`config.mk`:
```
export PLATFORM = sky130hd
export DESIGN_NAME = alu_issue_sequencer
export DESIGN_NICKNAME = d
export VERILOG_FILES = /design/src/rtl/alu_seq_pkg.sv /design/src/rtl/alu_seq_rsp_fifo.sv /design/src/rtl/alu_issue_sequencer.sv
export SDC_FILE = /design/constraint.sdc
export NUM_CORES = 1
export LEC_CHECK = 0
export CAP_MARGIN = 10
export CORE_ASPECT_RATIO = 1.5
export CORE_UTILIZATION = 25
export DETAILED_ROUTE_END_ITERATION = 8
export DONT_BUFFER_PORTS = 1
export GPL_TIMING_DRIVEN = 0
export PLACE_DENSITY_LB_ADDON = 0.05
export RECOVER_POWER = 100
export SETUP_SLACK_MARGIN = 0.5
export SYNTH_ARGS = -nofsm -noshare
export SYNTH_HDL_FRONTEND = slang
export SYNTH_HIERARCHICAL = 1
export SYNTH_SLANG_ARGS = --single-unit
export TNS_END_PERCENT = 100
```
`constraint.sdc`:
```
create_clock -name clk -period 3.2 [get_ports clk]
set_input_delay 0.32 -clock clk [delete_from_list [all_inputs] [get_ports clk]]
set_output_delay 0.32 -clock clk [all_outputs]
set_load 0.01 [all_outputs]
```
`src/rtl/alu_seq_pkg.sv`:
```
// Shared types for the ALU issue sequencer: opcodes, the per-op control word and its decoder.
package alu_seq_pkg;

    localparam int DATA_W = 16;

    typedef enum logic [2:0] {
        OP_AND = 3'b000,
        OP_OR  = 3'b001,
        OP_ADD = 3'b010,
        OP_SUB = 3'b011,
        OP_SLT = 3'b100
    } op_e;

    typedef struct packed {
        logic [1:0] ctrl;
        logic       sub;
        logic       stl;
        logic       cin;
        logic [1:0] bmux;
        logic       amux;
        logic [1:0] osel;
        logic       illegal;
    } ctrl_word_t;

    // Illegal opcodes fall through with AND controls and the illegal flag set.
    function automatic ctrl_word_t decode_op(input logic [2:0] op, input logic [1:0] asrc,
                                             input logic bsrc, input logic [1:0] osel);
        ctrl_word_t w;
        w      = '0;
        w.bmux = asrc;
        w.amux = bsrc;
        w.osel = osel;
        case (op)
            OP_AND: w.ctrl = 2'b00;
            OP_OR:  w.ctrl = 2'b01;
            OP_ADD: w.ctrl = 2'b10;
            OP_SUB: begin
                w.ctrl = 2'b10;
                w.sub  = 1'b1;
                w.cin  = 1'b1;
            end
            OP_SLT: begin
                w.ctrl = 2'b11;
                w.sub  = 1'b1;
                w.stl  = 1'b1;
                w.cin  = 1'b1;
            end
            default: w.illegal = 1'b1;
        endcase
        return w;
    endfunction

endpackage

```
`src/rtl/alu_seq_rsp_fifo.sv`:
```
// Synchronous response FIFO; payload is an opaque packed word (data, tag, flags) of width W.
module alu_seq_rsp_fifo #(
    parameter int W     = 21,
    parameter int DEPTH = 4
) (
    input  logic                       clk,
    input  logic                       rst,
    input  logic                       push_i,
    input  logic [W-1:0]               push_data_i,
    input  logic                       pop_i,
    output logic                       rd_valid_o,
    output logic [W-1:0]               rd_data_o,
    output logic [$clog2(DEPTH):0]     count_o
);

    localparam int AW = $clog2(DEPTH);
    localparam int CW = AW + 1;

    logic [W-1:0]  mem_q [DEPTH];
    logic [AW-1:0] wr_ptr_q;
    logic [AW-1:0] rd_ptr_q;
    logic [CW-1:0] count_q;
    logic          do_pop;

    assign do_pop = pop_i && (count_q != '0);

    always_ff @(posedge clk or posedge rst) begin
        if (rst) begin
            wr_ptr_q <= '0;
            rd_ptr_q <= '0;
            count_q  <= '0;
        end else begin
            if (push_i) wr_ptr_q <= wr_ptr_q + AW'(1);
            if (do_pop) rd_ptr_q <= rd_ptr_q + AW'(1);
            count_q <= count_q + CW'(push_i) - CW'(do_pop);
        end
    end

    always_ff @(posedge clk) begin
        if (push_i) mem_q[wr_ptr_q] <= push_data_i;
    end

    // Storage is never cleared, so the head is masked while empty.
    assign rd_valid_o = (count_q != '0);
    assign rd_data_o  = rd_valid_o ? mem_q[rd_ptr_q] : '0;
    assign count_o    = count_q;

endmodule

```
`src/rtl/alu_issue_sequencer.sv`:
```
// ALU issue sequencer: decoded ops travel a LATENCY-deep shift pipeline whose taps drive the ALU
// controls; results are sampled at the last stage into a credit-limited response FIFO.
// Optional macro ALU_SEQ_ZFLAG_EN captures alu_zero at TAP_ZERO and returns it on rsp_zero.
module alu_issue_sequencer
    import alu_seq_pkg::*;
#(
    parameter int LATENCY    = 16,
    parameter int FIFO_DEPTH = 4,
    parameter int TAG_W      = 4,
    parameter int TAP_SEL    = 1,
    parameter int TAP_INV    = 3,
    parameter int TAP_ADD    = 4,
    parameter int TAP_MUX    = 12,
    parameter int TAP_OSEL   = 15,
    parameter int TAP_ZERO   = 10
) (
    input  logic              clk,
    input  logic              rst,
    input  logic              req_valid,
    output logic              req_ready,
    input  logic [2:0]        req_op,
    input  logic [1:0]        req_asrc,
    input  logic              req_bsrc,
    input  logic [1:0]        req_osel,
    input  logic [TAG_W-1:0]  req_tag,
    output logic              alu_ctrl0,
    output logic              alu_ctrl1,
    output logic              alu_sub,
    output logic              alu_stl,
    output logic              alu_cin,
    output logic              alu_bmux0,
    output logic              alu_bmux1,
    output logic              alu_amux,
    output logic              alu_mux3_0,
    output logic              alu_mux3_1,
    input  logic [DATA_W-1:0] alu_out,
    input  logic              alu_zero,
    output logic              rsp_valid,
    input  logic              rsp_ready,
    output logic [DATA_W-1:0] rsp_data,
    output logic              rsp_zero,
    output logic [TAG_W-1:0]  rsp_tag,
    output logic              rsp_illegal,
    output logic              busy
);

    localparam int CW = $clog2(FIFO_DEPTH) + 1;
`ifdef ALU_SEQ_ZFLAG_EN
    localparam int PW = DATA_W + TAG_W + 2;
    localparam int ZN = LATENCY - 1 - TAP_ZERO;
`else
    localparam int PW = DATA_W + TAG_W + 1;
`endif

    ctrl_word_t       word_q [LATENCY];
    logic [TAG_W-1:0] tag_q  [LATENCY];
    logic [LATENCY-1:0] vld_q;
    logic [CW-1:0]    inflight_q;
    logic [CW-1:0]    inflight_d;
    logic [CW-1:0]    fifo_count;
    logic             accept;
    logic             retire;
    logic [PW-1:0]    push_data;
    logic [PW-1:0]    rd_data;

    // Credits cover both in-flight ops and buffered responses, so a retire always finds a slot.
    assign req_ready  = (inflight_q + fifo_count) < CW'(FIFO_DEPTH);
    assign accept     = req_valid && req_ready;
    assign retire     = vld_q[LATENCY-1];
    assign inflight_d = inflight_q + CW'(accept) - CW'(retire);

    always_ff @(posedge clk or posedge rst) begin
        if (rst) begin
            vld_q      <= '0;
            inflight_q <= '0;
        end else begin
            vld_q      <= {vld_q[LATENCY-2:0], accept};
            inflight_q <= inflight_d;
        end
    end

    always_ff @(posedge clk) begin
        word_q[0] <= decode_op(req_op, req_asrc, req_bsrc, req_osel);
        tag_q[0]  <= req_tag;
        for (int k = 1; k < LATENCY; k++) begin
            word_q[k] <= word_q[k-1];
            tag_q[k]  <= tag_q[k-1];
        end
    end

    // Each control comes from the stage that the matching ALU stage consumes; empty stages drive 0.
    assign {alu_bmux1, alu_bmux0}   = vld_q[TAP_SEL]  ? word_q[TAP_SEL].bmux  : 2'b00;
    assign alu_amux                 = vld_q[TAP_SEL]  ? word_q[TAP_SEL].amux  : 1'b0;
    assign alu_sub                  = vld_q[TAP_INV]  ? word_q[TAP_INV].sub   : 1'b0;
    assign alu_stl                  = vld_q[TAP_INV]  ? word_q[TAP_INV].stl   : 1'b0;
    assign alu_cin                  = vld_q[TAP_ADD]  ? word_q[TAP_ADD].cin   : 1'b0;
    assign {alu_ctrl1, alu_ctrl0}   = vld_q[TAP_MUX]  ? word_q[TAP_MUX].ctrl  : 2'b00;
    assign {alu_mux3_1, alu_mux3_0} = vld_q[TAP_OSEL] ? word_q[TAP_OSEL].osel : 2'b00;

`ifdef ALU_SEQ_ZFLAG_EN
    // Zero flag captured at TAP_ZERO and carried alongside the word to the last stage.
    logic zpipe_q [ZN];

    always_ff @(posedge clk) begin
        zpipe_q[0] <= alu_zero;
        for (int k = 1; k < ZN; k++) zpipe_q[k] <= zpipe_q[k-1];
    end

    assign push_data = {word_q[LATENCY-1].illegal, zpipe_q[ZN-1], tag_q[LATENCY-1], alu_out};
    assign rsp_zero  = rd_data[DATA_W+TAG_W];
`else
    logic unused_zero;

    assign unused_zero = alu_zero;
    assign push_data   = {word_q[LATENCY-1].illegal, tag_q[LATENCY-1], alu_out};
    assign rsp_zero    = 1'b0;
`endif

    alu_seq_rsp_fifo #(
        .W     (PW),
        .DEPTH (FIFO_DEPTH)
    ) u_rsp_fifo (
        .clk         (clk),
        .rst         (rst),
        .push_i      (retire),
        .push_data_i (push_data),
        .pop_i       (rsp_ready),
        .rd_valid_o  (rsp_valid),
        .rd_data_o   (rd_data),
        .count_o     (fifo_count)
    );

    assign rsp_illegal = rd_data[PW-1];
    assign rsp_tag     = rd_data[DATA_W +: TAG_W];
    assign rsp_data    = rd_data[DATA_W-1:0];
    assign busy        = (inflight_q != '0) || (fifo_count != '0);

endmodule

```
; ---- Yosys cells after proc, flatten, opt, wreduce, memory -nomap -nowiden
; Memories as Yosys holds them, arrays and structs flattened.
; Index checks and enable logic that the tools add are counted.
; W data, S select, Z words.
[totals]
latch_bits = 0
output_inout_bits = 35
mem_count = 3
ramBits = 324
rom_bits = 0
reg_bits = 26
[memory_table]
columns = memory, words, word_bits, rd, rd_clocked_by_memory_dff, wr, line
row1 = word_q, 16, 11, 16, 0, 16, alu_issue_sequencer.sv:55  ; ctrl_word_t word_q [LATENCY];
row2 = u_rsp_fifo.mem_q, 4, 21, 1, 0, 1, alu_seq_rsp_fifo.sv:19  ; logic [W-1:0] mem_q [DEPTH];
row3 = tag_q, 16, 4, 16, 0, 16, alu_issue_sequencer.sv:56  ; logic [TAG_W-1:0] tag_q [LATENCY];
[op_classes]
n_div = 0
order_cmp = 1
mux = 14
n_mul = 0
n_reduce_logical = 9
n_addsub = 7
shifts = 0
eq_ne = 4
bitwise_logic = 0
[op_table]
columns = operator, count
row1 = $mux W21, 1
row2 = $mux W1, 9
row3 = $add A3 B1 Y3, 2
row4 = $eq A3 B2 Y1 const B, 2
row5 = $mux W2, 3
row6 = $pmux W2 S3, 1
row7 = $reduce_bool A3 Y1, 2
row8 = $sub A3 B1 Y3, 2
row9 = $reduce_or A5 Y1, 1
row10 = $add A2 B1 Y2 const B, 2
row11 = $reduce_or A2 Y1, 2
row12 = $add A3 B3 Y3, 1
row13 = $eq A3 B1 Y1 const B, 1
row14 = $eq A3 B3 Y1 const B, 1
row15 = $logic_not A3 Y1, 1
row16 = $lt A3 B3 Y1 const B, 1
row17 = $logic_and A1 B1 Y1, 2
row18 = $logic_or A1 B1 Y1, 1

; ---- Depth between registers and ports, before layout
; Gate-level depths: netlist (run 1).
[logic_depth]
word_depth = 5
mapped_depth = 10

; ---- Cells and area by module
; The synthesis (run 1) kept the hierarchy.
[by_module_without_submodules]
columns = module, area_per_inst_um2, instances, cells_each
row1 = alu_issue_sequencer, 3799.9, 1, 212
row2 = alu_seq_rsp_fifo, 3607.2, 1, 169

; ---- Worst setup path after synthesis (run 1)
; OpenSTA, ideal clock, no wires.
[synth_path]
path_kind = reg-to-reg
start = reg inflight_q[1]
end = reg inflight_q[2]
setup_ns = 0.123
arrival_time_ns = 2.295
setup_slack_ns = 0.782
path_buffers = 0
path_stages_with_launch = 11
period_less_slack_ns = 2.418
cell_sequence = dfrtp_1 > ha_1 > a31oi_1 > xnor2_1 > nand2_1 > ha_1 > inv_1 > ha_1 > fa_1 > xor2_1 > xnor2_1
[synth_via]
elab_chain_len = 5
[synth_rtl]
columns = item, line
row1 = start: declaration, alu_issue_sequencer.sv:58  ; logic [CW-1:0] inflight_q;
row2 = start signal: assignment, alu_issue_sequencer.sv:78  ; inflight_q <= inflight_d;
row3 = $add A3 B3 Y3, alu_issue_sequencer.sv:67  ; assign req_ready = (inflight_q + fifo_count) < CW'(FIFO_DEPTH);
row4 = $lt A3 B3 Y1, alu_issue_sequencer.sv:67
row5 = net req_ready, alu_issue_sequencer.sv:20  ; output logic req_ready,
row6 = $logic_and A1 B1 Y1, alu_issue_sequencer.sv:68  ; assign accept = req_valid && req_ready;
row7 = $add A3 B1 Y3, alu_issue_sequencer.sv:70  ; assign inflight_d = inflight_q + CW'(accept) - CW'(retire);
row8 = $sub A3 B1 Y3, alu_issue_sequencer.sv:70
row9 = net inflight_d[2], alu_issue_sequencer.sv:59  ; logic [CW-1:0] inflight_d;
; The timed path passes the listed nets, and every way through them passes these cells.
; A chain may end at the register's enable or synchronous reset.

; ---- Final worst setup path (run 1)
[layout_path]
start = reg u_rsp_fifo.count_q[1], in the netlist u_rsp_fifo/count_o[1]
end = reg inflight_q[2]
[layout_via]
elab_chain_len = 5
[layout_rtl]
columns = item, line
row1 = start: declaration, alu_seq_rsp_fifo.sv:22  ; logic [CW-1:0] count_q;
row2 = start signal: assignment, alu_seq_rsp_fifo.sv:35  ; count_q <= count_q + CW'(push_i) - CW'(do_pop);
row3 = $add A3 B3 Y3, alu_issue_sequencer.sv:67
row4 = $lt A3 B3 Y1, alu_issue_sequencer.sv:67
row5 = net req_ready, alu_issue_sequencer.sv:20
row6 = $logic_and A1 B1 Y1, alu_issue_sequencer.sv:68
row7 = $add A3 B1 Y3, alu_issue_sequencer.sv:70
row8 = $sub A3 B1 Y3, alu_issue_sequencer.sv:70
row9 = net inflight_d[2], alu_issue_sequencer.sv:59
; The timed path passes the listed nets, and every way through them passes these cells.

==> impl_metrics.csv, run 1 <==
group,metric,value,unit
sta,report.final.slew_viol_count,0,
die,rows,76,
placed_design,port-buffer-count,0,
yosys,ys_async_sr_fraction,9.886,%
drt,dr.pass1.iters,4,
die,coreArea,28910,sq um
clock_network,root_buffer,"clkbuf_16",
yosys,syn-cell-area,7407,sq um
sta,tns,0,ns
sta,finClkSkew,0.006409,ns
final_layout,fillers,2903,
die,die_x,142.5,um
clock_network,cts-buffers-inserted,26,
worst_setup_path,cp.required,3.60,ns
yosys,yosys-top-cells-area,"dfxtp_1 41%, edfxtp_1 34%, dfrtp_1 8.8%, mux4_2 5.5%, and2_1 3.0%",
yosys,synth_seq_cells,263,
final_layout,multiInputGateArea,1052,sq um
drt,via_per_inst,3.592,
drt,drt-total-wl,11380,um
pwr,finalPower,8.450,mW
sta,rsz0062_at_grt,"false",
global_routing,grt_pass1_wl,17860,um
placed_design,gp_congestion,0.6077,
clock_network,cts_setup_buffers,0,
yosys,yosysMostFrequentCell,"dfxtp_1",
pwr,powerDensity,930.0,nW/um^2
die,start_util,25.62,%
drt,vias,3071,
drt,drc,0,
final_layout,fin_nets,489,
yosys,synth_ff_type,"dfxtp_1",
final_layout,syn_to_final_growth,22.67,%
global_routing,overflow,0,
sta,final_hold_viol_count,0,
clock_network,clk_pin_slew,0.06,ns
sta,fin_ws,0.5442,ns
global_routing,grt_max_degree,20,
drt,drt_iter0_drc,81,
sta,max_slew.worst_pin.slew,1.004,ns
final_layout,register_area,6238,sq um
final_layout,post_route_cells_drive_above_1_share,14.84,%
sta,fin_crit_sh,82.99,%
clock_network,clockBufferDepth,3,
worst_setup_path,start_kind,"flop",
pwr,ir_worst_vdd,0.4286,mV
status,status,"finished clean",
sta,max_slew_margin,33.05,%
drt,ant_nets,0,
die,design.die.area,30330,sq um
sta,finalSetupViolCount,0,
global_routing,grt_pass1_vias,3361,
yosys,synth_edf_count,84,
clock_network,worstSkewPairLatency,0.52,ns
yosys,netlist.area_leader.share,41.35,%
flow_run,maxCapViolCount,0,
placed_design,dp_slack,0.4807,ns
yosys,synthTopCellsByCount,"153 x dfxtp_1, 84 x edfxtp_1, 36 x and2_1",
final_layout,antenna_cells,0,
yosys,synth_cell_types,27,
yosys,yosysWarnings,6,
placed_design,dp_hpwl,7165,um
clock_network,htree_levels,1,
yosys,synth_cells,381,
yosys,synth-seq-area-share,84.19,%
clock_network,cts_tree,"built",
die,die_h,212.8,um
worst_setup_path,criticalPathCategory,"reg -> reg",
drt,routedWlPerCell,13.31,um
hold_path,hold_path_class,"in -> async",
worst_setup_path,cp.arrival,3.06,ns
global_routing,grt_util_all_layers,7.917,%
clock_network,cts.sinks,263,
worst_setup_path,cp-end-kind,"flop",
global_routing,grt_antenna_before_repair,0,
pwr,p_leak,3.395,nW
worst_setup_path,critPathMaxFanout,6,
yosys,avgSynthCellArea,19.44,sq um
yosys,synth_fp_nets,425,
sta,period_needed,2.656,ns
yosys,yosys.area.top_type,"dfxtp_1",
sta,fmax,0.3765,GHz
die,ios,68,
## report_power, final
| group | switching (mW) | internal, mW | leakage (nW) |
|---|---|---|---|
| clock network | 1.22 | 1.70 | 0.409 |
| logic | 0.797 | 0.648 | 0.614 |
| registers | 0.178 | 3.90 | 2.37 |
## layout make-up
type	instances	area share, %
Clock inverter	15	1.253
Timing Repair Buffer	36	3.690
Tap cell	390	5.370
Buffer	8	0.8400
Sequential cell	263	68.66
Inverter	14	0.5784
Clock buffer	33	8.028
Multi-Input combinational cell	96	11.58
## worst max-delay path, stage by stage, from the launching register on
cell     delay, ns
dfrtp_2       0.44
ha_1          0.29
a31oi_1       0.10
xnor2_1       0.45
nand2_1       0.12
ha_1          0.29
inv_1         0.04
ha_1          0.19
fa_2          0.36
xor2_2        0.16
xnor2_1       0.12
## kinds of logic after synthesis
logic type / count (synthesis) / share of synthesized area (%)
other: 1 / 0.05063
AOI/OAI and AO/OA: 5 / 0.4393
xor gates and xnor gates: 10 / 1.183
muxes: 21 / 6.537
adders and majority gates: 11 / 2.061
buffers and inverters: 22 / 1.740
DFF: 263 / 84.19
and+or+nand+nor: 48 / 3.801
## final timing paths
| kind | from | to | slack, ns | cells past startpoint |
|---|---|---|---|---|
| setup / recovery | u_rsp_fifo/count_o[1]$_DFF_PP0_ | inflight_q[2]$_DFF_PP0_ | 0.54 | 10 |
| hold / removal | rst | u_rsp_fifo/rd_ptr_q[0]$_DFFE_PP0P_ | 0.22 | 2 |
| setup reg to reg | u_rsp_fifo/count_o[1]$_DFF_PP0_ | inflight_q[2]$_DFF_PP0_ | 0.54 | 10 |
| hold reg to reg | word_q[1][31]$_DFF_P_ | word_q[1][42]$_DFF_P_ | 0.32 | 0 |
| max in group asynchronous | rst | inflight_q[1]$_DFF_PP0_ | 2.26 | 2 |
| min in group clk | req_valid | inflight_q[0]$_DFF_PP0_ | 0.25 | 4 |
## layout by cell type (no fill, tap or decap), types with 2 or more instances in the layout
| cell | n |
|---|---|
| clkinvlp_4 | 3 |
| clkinv_1 | 3 |
| and2_0 | 35 |
| clkbuf_1 | 10 |
| nand2_1 | 5 |
| buf_2 | 2 |
| edfxtp_1 | 84 |
| inv_4 | 2 |
| mux4_1 | 3 |
| dlygate4sd3_1 | 32 |
| dfrtp_1 | 24 |
| o21ai_0 | 2 |
| dfxtp_1 | 153 |
| clkbuf_16 | 28 |
| mux4_2 | 18 |
| dfrtp_2 | 2 |
| clkinv_2 | 4 |
| xnor2_1 | 8 |
| inv_1 | 14 |
| buf_12 | 2 |
| nor2_1 | 3 |
| ha_1 | 9 |
## sequential cells by signal, indices dropped and copies added, names as in the netlist
name,flops
inflight_q,3
tag_q,64
u_rsp_fifo/count_o,3
u_rsp_fifo/mem_q,84
u_rsp_fifo/rd_ptr_q,2
u_rsp_fifo/wr_ptr_q,2
vld_q,16
word_q,89
## metal layers
layer	global-route usage, %	routed length, um	vias up	share of wire (%)
li1	-	-	1449	-
met2	14.54	5917	79	52
met4	4.153	318	0	2.8
met1	7.622	4182	1521	37
met3	2.915	962	22	8.5
met5	0	0	-	0
## metrics by stage
stage / hold WS, ns / util (%) / instance area, sq um / instances
2_1_floorplan: 0.1234 / - / 7407 / 381
3_3_place_gp: 0.1762 / 27.31 / 7895 / 771
3_5_place_dp: 0.1728 / 27.69 / 8005 / 775
4_1_cts: 0.1995 / 31.74 / 9176 / 855
5_1_grt: 0.2262 / 31.43 / 9086 / 855
6_report: 0.2224 / 31.43 / 9086 / 855
## timing repair
item	in CTS	in global routing
cloned	0	0
pin swaps	0	2
hold endpoints to repair	107	0
gates resized for setup	1	7
setup endpoints to repair	1	1
hold buffers	32	0
Note: power is estimated with default switching activity, not from simulation.
==> run 2, diff against run 1 <==
--- a/config.mk
+++ b/config.mk
@@ -5,6 +5,7 @@
 export SDC_FILE = /design/constraint.sdc
 export NUM_CORES = 1
 export LEC_CHECK = 0
+export ABC_AREA = 1
 export CAP_MARGIN = 10
 export CORE_ASPECT_RATIO = 1.5
 export CORE_UTILIZATION = 25
==> constraint.sdc (replaced) <==
create_clock -name clk -period 2.2 [get_ports clk]
set_input_delay 0.22 -clock clk [delete_from_list [all_inputs] [get_ports clk]]
set_output_delay 0.22 -clock clk [all_outputs]
set_load 0.01 [all_outputs]
==> run 2 against run 1 <==
Compared with the run above: the run now ends with setup timing left; critical path depth up 2; wire length is 41% higher; sequential power up 43%; register-to-register slack worse by 0.61 ns; non-clock buffer count grew 37; critical path type unchanged.
==> impl_metrics.csv, run 2 <==
group,metric,value,unit
drt,drt-total-wl,16010,um
worst_setup_path,critPathMaxFanout,2,
final_layout,syn_to_final_growth,33.31,%
pwr,finalPower,14.54,mW
clock_network,clk_pin_slew,0.06,ns
sta,finClkSkew,0.01196,ns
global_routing,grt_max_degree,20,
final_layout,top_register,"word_q",
global_routing,grt_pass1_wl,24270,um
pwr,p_leak,4.503,nW
drt,ant_nets,0,
worst_setup_path,cp_slowest_cell,"dfrtp_1",
die,design.die.area,32240,sq um
drt,drt_iter0_drc,112,
yosys,synth_xor_xnor_area_share,0.5559,%
die,rows,79,
worst_setup_path,reg2reg_from,"u_rsp_fifo/count_o[1]$_DFF_PP0_",
clock_network,root_buffer,"clkbuf_16",
sta,fin_crit_sh,103.1,%
sta,report.final.slew_viol_count,0,
yosys,synth_edf_count,84,
clock_network,worstSkewPairLatency,0.53,ns
yosys,yosysMostFrequentCell,"dfxtp_1",
yosys,yosys-top-cells-area,"dfxtp_1 39%, edfxtp_1 32%, dfrtp_1 8.3%, inv_1 5.7%, nand2_1 5.5%",
placed_design,dp_slack,-0.1971,ns
placed_design,dpl_cell_area,8424,sq um
final_layout,largest_register_ffs,89,
worst_setup_path,path_delay_family,"adder cells",
clock_network,htree_levels,1,
final_layout,register_area,6237,sq um
worst_setup_path,path_buf_inv,1,
clock_network,clockBufferDepth,3,
yosys,synth_seq_cells,263,
placed_design,dp_hpwl,8595,um
final_layout,multiInputGateArea,1491,sq um
global_routing,grt_antenna_before_repair,0,
worst_setup_path,rrSetupSlack,-0.07,ns
yosys,syn-cell-area,7878,sq um
die,coreArea,31040,sq um
yosys,synth_fp_nets,659,
global_routing,overflow,0,
final_layout,post_route_cells_drive_above_1_share,22.36,%
yosys,synth-seq-area-share,79.16,%
pwr,ir_worst_vdd,0.5537,mV
worst_setup_path,reg2reg_depth,12,
die,die_x,146.9,um
yosys,synth_ff_type,"dfxtp_1",
flow_run,maxCapViolCount,0,
worst_setup_path,cp.arrival,2.68,ns
global_routing,use_met2,18.85,%
drt,vias,4282,
clock_network,cts_tree,"built",
sta,fmax,0.4407,GHz
pwr,powerDensity,1384,nW/um^2
placed_design,dp.cells,1020,
worst_setup_path,reg2reg_to,"inflight_q[2]$_DFF_PP0_",
die,die_h,219.4,um
yosys,synthTopCellsByCount,"153 x dfxtp_1, 120 x inv_1, 115 x nand2_1",
sta,rsz0062_at_grt,"true",
worst_setup_path,worstPathCellList,"ha_4, nand3_4, nand2_2, nand2_4, nand2_4, nand2_4, ha_4, inv_2, ha_4, fa_2, xnor2_2, xor2_1",
worst_setup_path,cp.required,2.61,ns
global_routing,busiest_layer,"met2",
yosys,yosys.area.top_type,"dfxtp_1",
yosys,yosys-mux-area-fraction,0,%
sta,finalSetupViolCount,1,
global_routing,use_met1,10.37,%
status,violations,"setup timing",
yosys,synth_top_family_by_area,"simple AND/OR/NAND/NOR gates",
sta,period_needed,2.269,ns
sta,fin_ws,-0.06899,ns
drt,routedWlPerCell,14.12,um
sta,final_hold_viol_count,0,
yosys,yosys.area_share.simple,9.022,%
drt,dr.pass1.iters,4,
worst_setup_path,critPathCapture,"inflight_q[2]$_DFF_PP0_",
worst_setup_path,cp-startpoint,"u_rsp_fifo/count_o[1]$_DFF_PP0_",
worst_setup_path,start_kind,"flop",
global_routing,grt_util_met3,2.495,%
yosys,avgSynthCellArea,12.81,sq um
yosys,synth_cells,615,
final_layout,fillers,3109,
yosys,yosysWarnings,6,
global_routing,grt_pass1_vias,4348,
sta,max_slew_margin,52.32,%
final_layout,final_cell_mix,"153 x dfxtp_1, 111 x inv_1, 108 x nand2_1",
final_layout,layout_commonest_cell,"dfxtp_1",
final_layout,layout.cells.non_filler,1134,
yosys,ys_async_sr_fraction,9.886,%
placed_design,gp_congestion,0.6987,
die,ios,68,
die,start_util,25.38,%
yosys,synth_cell_types,29,
yosys,synth_adder_area_share,1.938,%
clock_network,cts.sinks,263,
global_routing,grt_util_all_layers,10.18,%
drt,via_per_inst,3.776,
worst_setup_path,path_depth,12,
drt,drc,0,
sta,max_slew.worst_pin.slew,0.7144,ns
yosys,synth_compound_area_share,1.779,%
worst_setup_path,cp-end-kind,"flop",
clock_network,cts-buffers-inserted,26,
final_layout,fin_area,10500,sq um
final_layout,top_regs,"word_q (89), u_rsp_fifo/mem_q (84), tag_q (64)",
yosys,netlist.area_leader.share,38.88,%
final_layout,fin_nets,754,
status,status,"finished with violations",
worst_setup_path,criticalPathCategory,"reg -> reg",
placed_design,port-buffer-count,0,
hold_path,hold_path_class,"in -> async",
worst_setup_path,cpPeakStageDelay,0.41,ns
final_layout,antenna_cells,0,
[run 2: cell count changes after synthesis, sizes merged, moves of 2 or more]
cell	change
xnor2	-5
and2	-36
nand3	+45
nor2	+2
buf	+10
a21oi	+22
inv	+108
mux4	-21
nand2	+113
[run 2: logic make-up after synthesis]
family / Yosys count
xor gates and xnor gates: 5
DFF: 263
adders and majority gates: 11
buffers and inverters: 140
and+or+nand+nor: 169
AOI/OAI and AO/OA: 26
other: 1
[run 2: metal layers]
layer,up-vias,routed length (um)
li1,2084,-
met1,2077,6078
met2,82,8377
met3,39,815
met4,0,739
met5,-,0
[run 2: cell type report]
| type | instances | area share (%) |
|---|---|---|
| plain buffers | 18 | 2.026 |
| clock buffers | 39 | 7.637 |
| clock inverters | 8 | 0.4170 |
| inverters | 122 | 4.682 |
| multi-input cells | 212 | 14.20 |
| flip-flops and latches | 263 | 59.39 |
| well taps | 405 | 4.825 |
| repair buffers | 63 | 6.529 |
| repair inverters | 4 | 0.2860 |
[run 2: worst min-delay path by stage]
stage	from	slack, ns	to	cells after the start
2_1_floorplan	rst	0.02	u_rsp_fifo/count_o[0]$_DFF_PP0_	1
6_report	rst	0.12	u_rsp_fifo/wr_ptr_q[0]$_DFFE_PP0P_	2
4_1_cts	req_valid	0.09	inflight_q[0]$_DFF_PP0_	4
3_3_place_gp	rst	0.08	u_rsp_fifo/wr_ptr_q[0]$_DFFE_PP0P_	1
5_1_grt	req_valid	0.1	inflight_q[0]$_DFF_PP0_	4
3_5_place_dp	rst	0.08	u_rsp_fifo/count_o[2]$_DFF_PP0_	1
[run 2: where the power goes]
group	switching (mW)	total (mW)	internal, mW
clock	1.77	4.28	2.51
sequential	0.242	5.85	5.61
combinational	2.56	4.40	1.84
[run 2: timing repair]
item | CTS | global route
setup buffers | 20 | 5
pin swaps | 15 | 17
hold buffers | 33 | 1
endpoints found under the hold margin | 107 | 3
gates cloned | 7 | 2
gates resized for setup | 78 | 47
setup endpoints to repair | 112 | 45
[run 2: through the flow]
| stage | hold WS [ns] | TNS (ns) | util, % |
|---|---|---|---|
| final | 0.1241 | -0.06899 | 33.83 |
| after global routing | 0.09882 | -0.2399 | 33.83 |
| after CTS | 0.09164 | -0.1843 | 32.73 |
| after detailed placement | 0.08182 | -1.186 | 27.14 |
| after global placement | 0.07517 | -0.1782 | 27.14 |
| after floorplan | 0.02340 | -0.02629 | - |
==> run 3, diff against run 2 <==
--- a/config.mk
+++ b/config.mk
@@ -6,13 +6,12 @@
 export NUM_CORES = 1
 export LEC_CHECK = 0
 export ABC_AREA = 1
-export CAP_MARGIN = 10
 export CORE_ASPECT_RATIO = 1.5
 export CORE_UTILIZATION = 25
 export DETAILED_ROUTE_END_ITERATION = 8
 export DONT_BUFFER_PORTS = 1
 export GPL_TIMING_DRIVEN = 0
-export PLACE_DENSITY_LB_ADDON = 0.05
+export PLACE_DENSITY_LB_ADDON = 0.1
 export RECOVER_POWER = 100
 export SETUP_SLACK_MARGIN = 0.5
 export SYNTH_ARGS = -nofsm -noshare
==> run 3 against run 2 <==
Compared with the run above: the flow still finishes with violations (setup timing); critical path depth is the same; wire length up 2.8%; design area increased by 3.3%.
==> impl_metrics.csv, run 3 (synthesis results as in run 2) <==
group,metric,value,unit
die,rows,79,
pwr,finalPower,15.28,mW
placed_design,dp_hpwl,8908,um
drt,via_per_inst,3.842,
final_layout,syn_to_final_growth,37.67,%
drt,drc,0,
worst_setup_path,rrSetupSlack,-0.13,ns
worst_setup_path,criticalPathCategory,"reg -> reg",
drt,routedWlPerCell,14.39,um
drt,met1_length,5790,um
final_layout,fin_nets,763,
drt,ant_nets,0,
drt,top_layer,"met5",
worst_setup_path,cp-end-kind,"flop",
pwr,power.share.sequential,38.3,%
sta,max_slew.worst_pin.slew,0.7256,ns
pwr,switching_share,31.15,%
pwr,powerDensity,1409,nW/um^2
sta,fin_ws,-0.1282,ns
worst_setup_path,cpMostUsedCell,"nand2_4",
sta,final_hold_viol_count,0,
final_layout,largest_register_ffs,89,
worst_setup_path,worstPathCellList,"ha_1, nand3_2, nand2_2, nand2_4, nand2_4, nand2_4, ha_4, inv_2, ha_4, fa_2, xnor2_2, xor2_1",
sta,fin_crit_sh,105.8,%
hold_path,hold_path_class,"in -> async",
clock_network,clockBufferDepth,3,
drt,dr.pass1.iters,4,
clock_network,clk_pin_slew,0.06,ns
clock_network,htree_levels,1,
placed_design,gp_congestion,0.6877,
clock_network,cts_tree,"built",
die,design.die.area,32240,sq um
worst_setup_path,cp-startpoint,"u_rsp_fifo/count_o[1]$_DFF_PP0_",
pwr,p_int,10.52,mW
die,die_h,219.4,um
die,ios,68,
drt,drt-total-wl,16470,um
global_routing,grt_pass1_vias,4576,
clock_network,root_buffer,"clkbuf_16",
global_routing,grt_util_all_layers,10.44,%
final_layout,top_regs,"word_q (89), u_rsp_fifo/mem_q (84), tag_q (64)",
worst_setup_path,reg2reg_depth,12,
final_layout,top_register,"word_q",
pwr,ir_worst_vdd,0.6140,mV
clock_network,worstSkewPairLatency,0.53,ns
drt,dr_wl_met2,9077,um
pwr,clockPowerShare,29.8,%
global_routing,overflow,0,
flow_run,maxCapViolCount,0,
worst_setup_path,cpPeakStageDelay,0.39,ns
sta,tns,-0.1282,ns
placed_design,port-buffer-count,0,
drt,drt_iter0_drc,137,
drt,wl_met3,892,um
status,violations,"setup timing",
pwr,p_leak,4.659,nW
status,status,"finished with violations",
worst_setup_path,start_kind,"flop",
final_layout,layout_commonest_cell,"dfxtp_1",
die,die_x,146.9,um
final_layout,final_cell_mix,"153 x dfxtp_1, 111 x inv_1, 101 x nand2_1",
final_layout,multiInputGateArea,1574,sq um
worst_setup_path,path_depth,12,
final_layout,post_route_cells_drive_above_1_share,25.85,%
clock_network,cts-buffers-inserted,26,
worst_setup_path,reg2reg_from,"u_rsp_fifo/count_o[1]$_DFF_PP0_",
worst_setup_path,path_delay_family,"adder cells",
sta,period_needed,2.328,ns
final_layout,register_area,6237,sq um
worst_setup_path,critPathMaxFanout,2,
clock_network,cts.sinks,263,
worst_setup_path,path_buf_inv,1,
final_layout,fillers,3037,
sta,report.final.slew_viol_count,0,
sta,finalSetupViolCount,1,
worst_setup_path,cp.required,2.60,ns
global_routing,grt_pass1_wl,24900,um
sta,finClkSkew,0.01419,ns
worst_setup_path,cp.arrival,2.73,ns
sta,max_slew_margin,51.58,%
die,start_util,25.38,%
worst_setup_path,cp_slowest_cell,"dfrtp_1",
drt,vias,4395,
sta,fmax,0.4295,GHz
pwr,p_switching,4.758,mW
placed_design,dp_slack,-0.2239,ns
sta,rsz0062_at_grt,"true",
pwr,p_comb_share,32.0,%
global_routing,grt_antenna_before_repair,2,
worst_setup_path,reg2reg_to,"inflight_q[2]$_DFF_PP0_",
global_routing,grt_max_degree,20,
die,coreArea,31040,sq um
final_layout,antenna_cells,0,
## run 3: cell types whose count changed in the layout (fill, tap and decap cells not counted), sizes merged
cell	previous run	this run
buf	43	53
clkinvlp	10	8
inv	118	120
bufinv	0	1
clkbuf	44	43
clkinv	6	7
dlygate4sd3	33	32
## run 3: worst register-to-register path: cells and delay by family (launching register included)
kind | cells | cell delay, ns
AND/OR/NAND/NOR | 5 | 0.44
buffers and inverters | 1 | 0.04
flip-flops | 1 | 0.39
adder cells (fa/ha/maj) | 4 | 1.04
XOR/XNOR | 2 | 0.31
## run 3: power by group through the flow
stage	Sequential, mW	Combinational, mW	Clock (mW)
after floorplan	5.88	1.92	0
after global placement	5.94	2.67	0
after detailed placement	5.96	2.74	0
after CTS	5.85	4.56	4.73
after global routing	5.91	5.25	4.93
final	5.85	4.88	4.55
## run 3: metrics by stage
stage	instance area (sq um)	hold slack (ns)	std cells	util, %
after floorplan	7918	0.02340	615	-
after global placement	8424	0.07595	1020	27.14
after detailed placement	8424	0.07856	1020	27.14
after CTS	10650	0.09601	1140	34.33
after global routing	10850	0.1120	1144	34.94
final	10850	0.1132	1144	34.94
## run 3: layer usage
metal | track usage, % | up-vias
met4 | 5.567 | 4
li1 | - | 2107
met1 | 9.988 | 2125
met2 | 20.30 | 114
met3 | 2.495 | 45
met5 | 0 | -
## run 3: cell type report
class / instances / share of cell area [%]
Sequential cell: 263 / 57.51
Multi-Input combinational cell: 212 / 14.51
Clock buffer: 39 / 7.787
Timing Repair Buffer: 71 / 7.557
Tap cell: 405 / 4.672
Inverter: 122 / 4.592
Buffer: 18 / 2.319
Clock inverter: 9 / 0.6922
Timing Repair inverter: 5 / 0.3576
## run 3: worst max-delay path by stage
stage | endpoint | slack, ns
floorplan | inflight_q[2]$_DFF_PP0_ | -0.03
global placement | inflight_q[2]$_DFF_PP0_ | -0.19
detailed placement | inflight_q[2]$_DFF_PP0_ | -0.22
CTS | inflight_q[2]$_DFF_PP0_ | -0.16
global route | inflight_q[2]$_DFF_PP0_ | -0.23
finish | inflight_q[2]$_DFF_PP0_ | -0.13
## run 3: what timing repair did
action / CTS / global route
pin swaps: 24 / 24
hold endpoints to repair: 107 / 0
hold buffers: 32 / 0
setup endpoints to repair: 111 / 110
gates cloned: 9 / 2
resized for setup: 122 / 36
setup buffers: 31 / 2
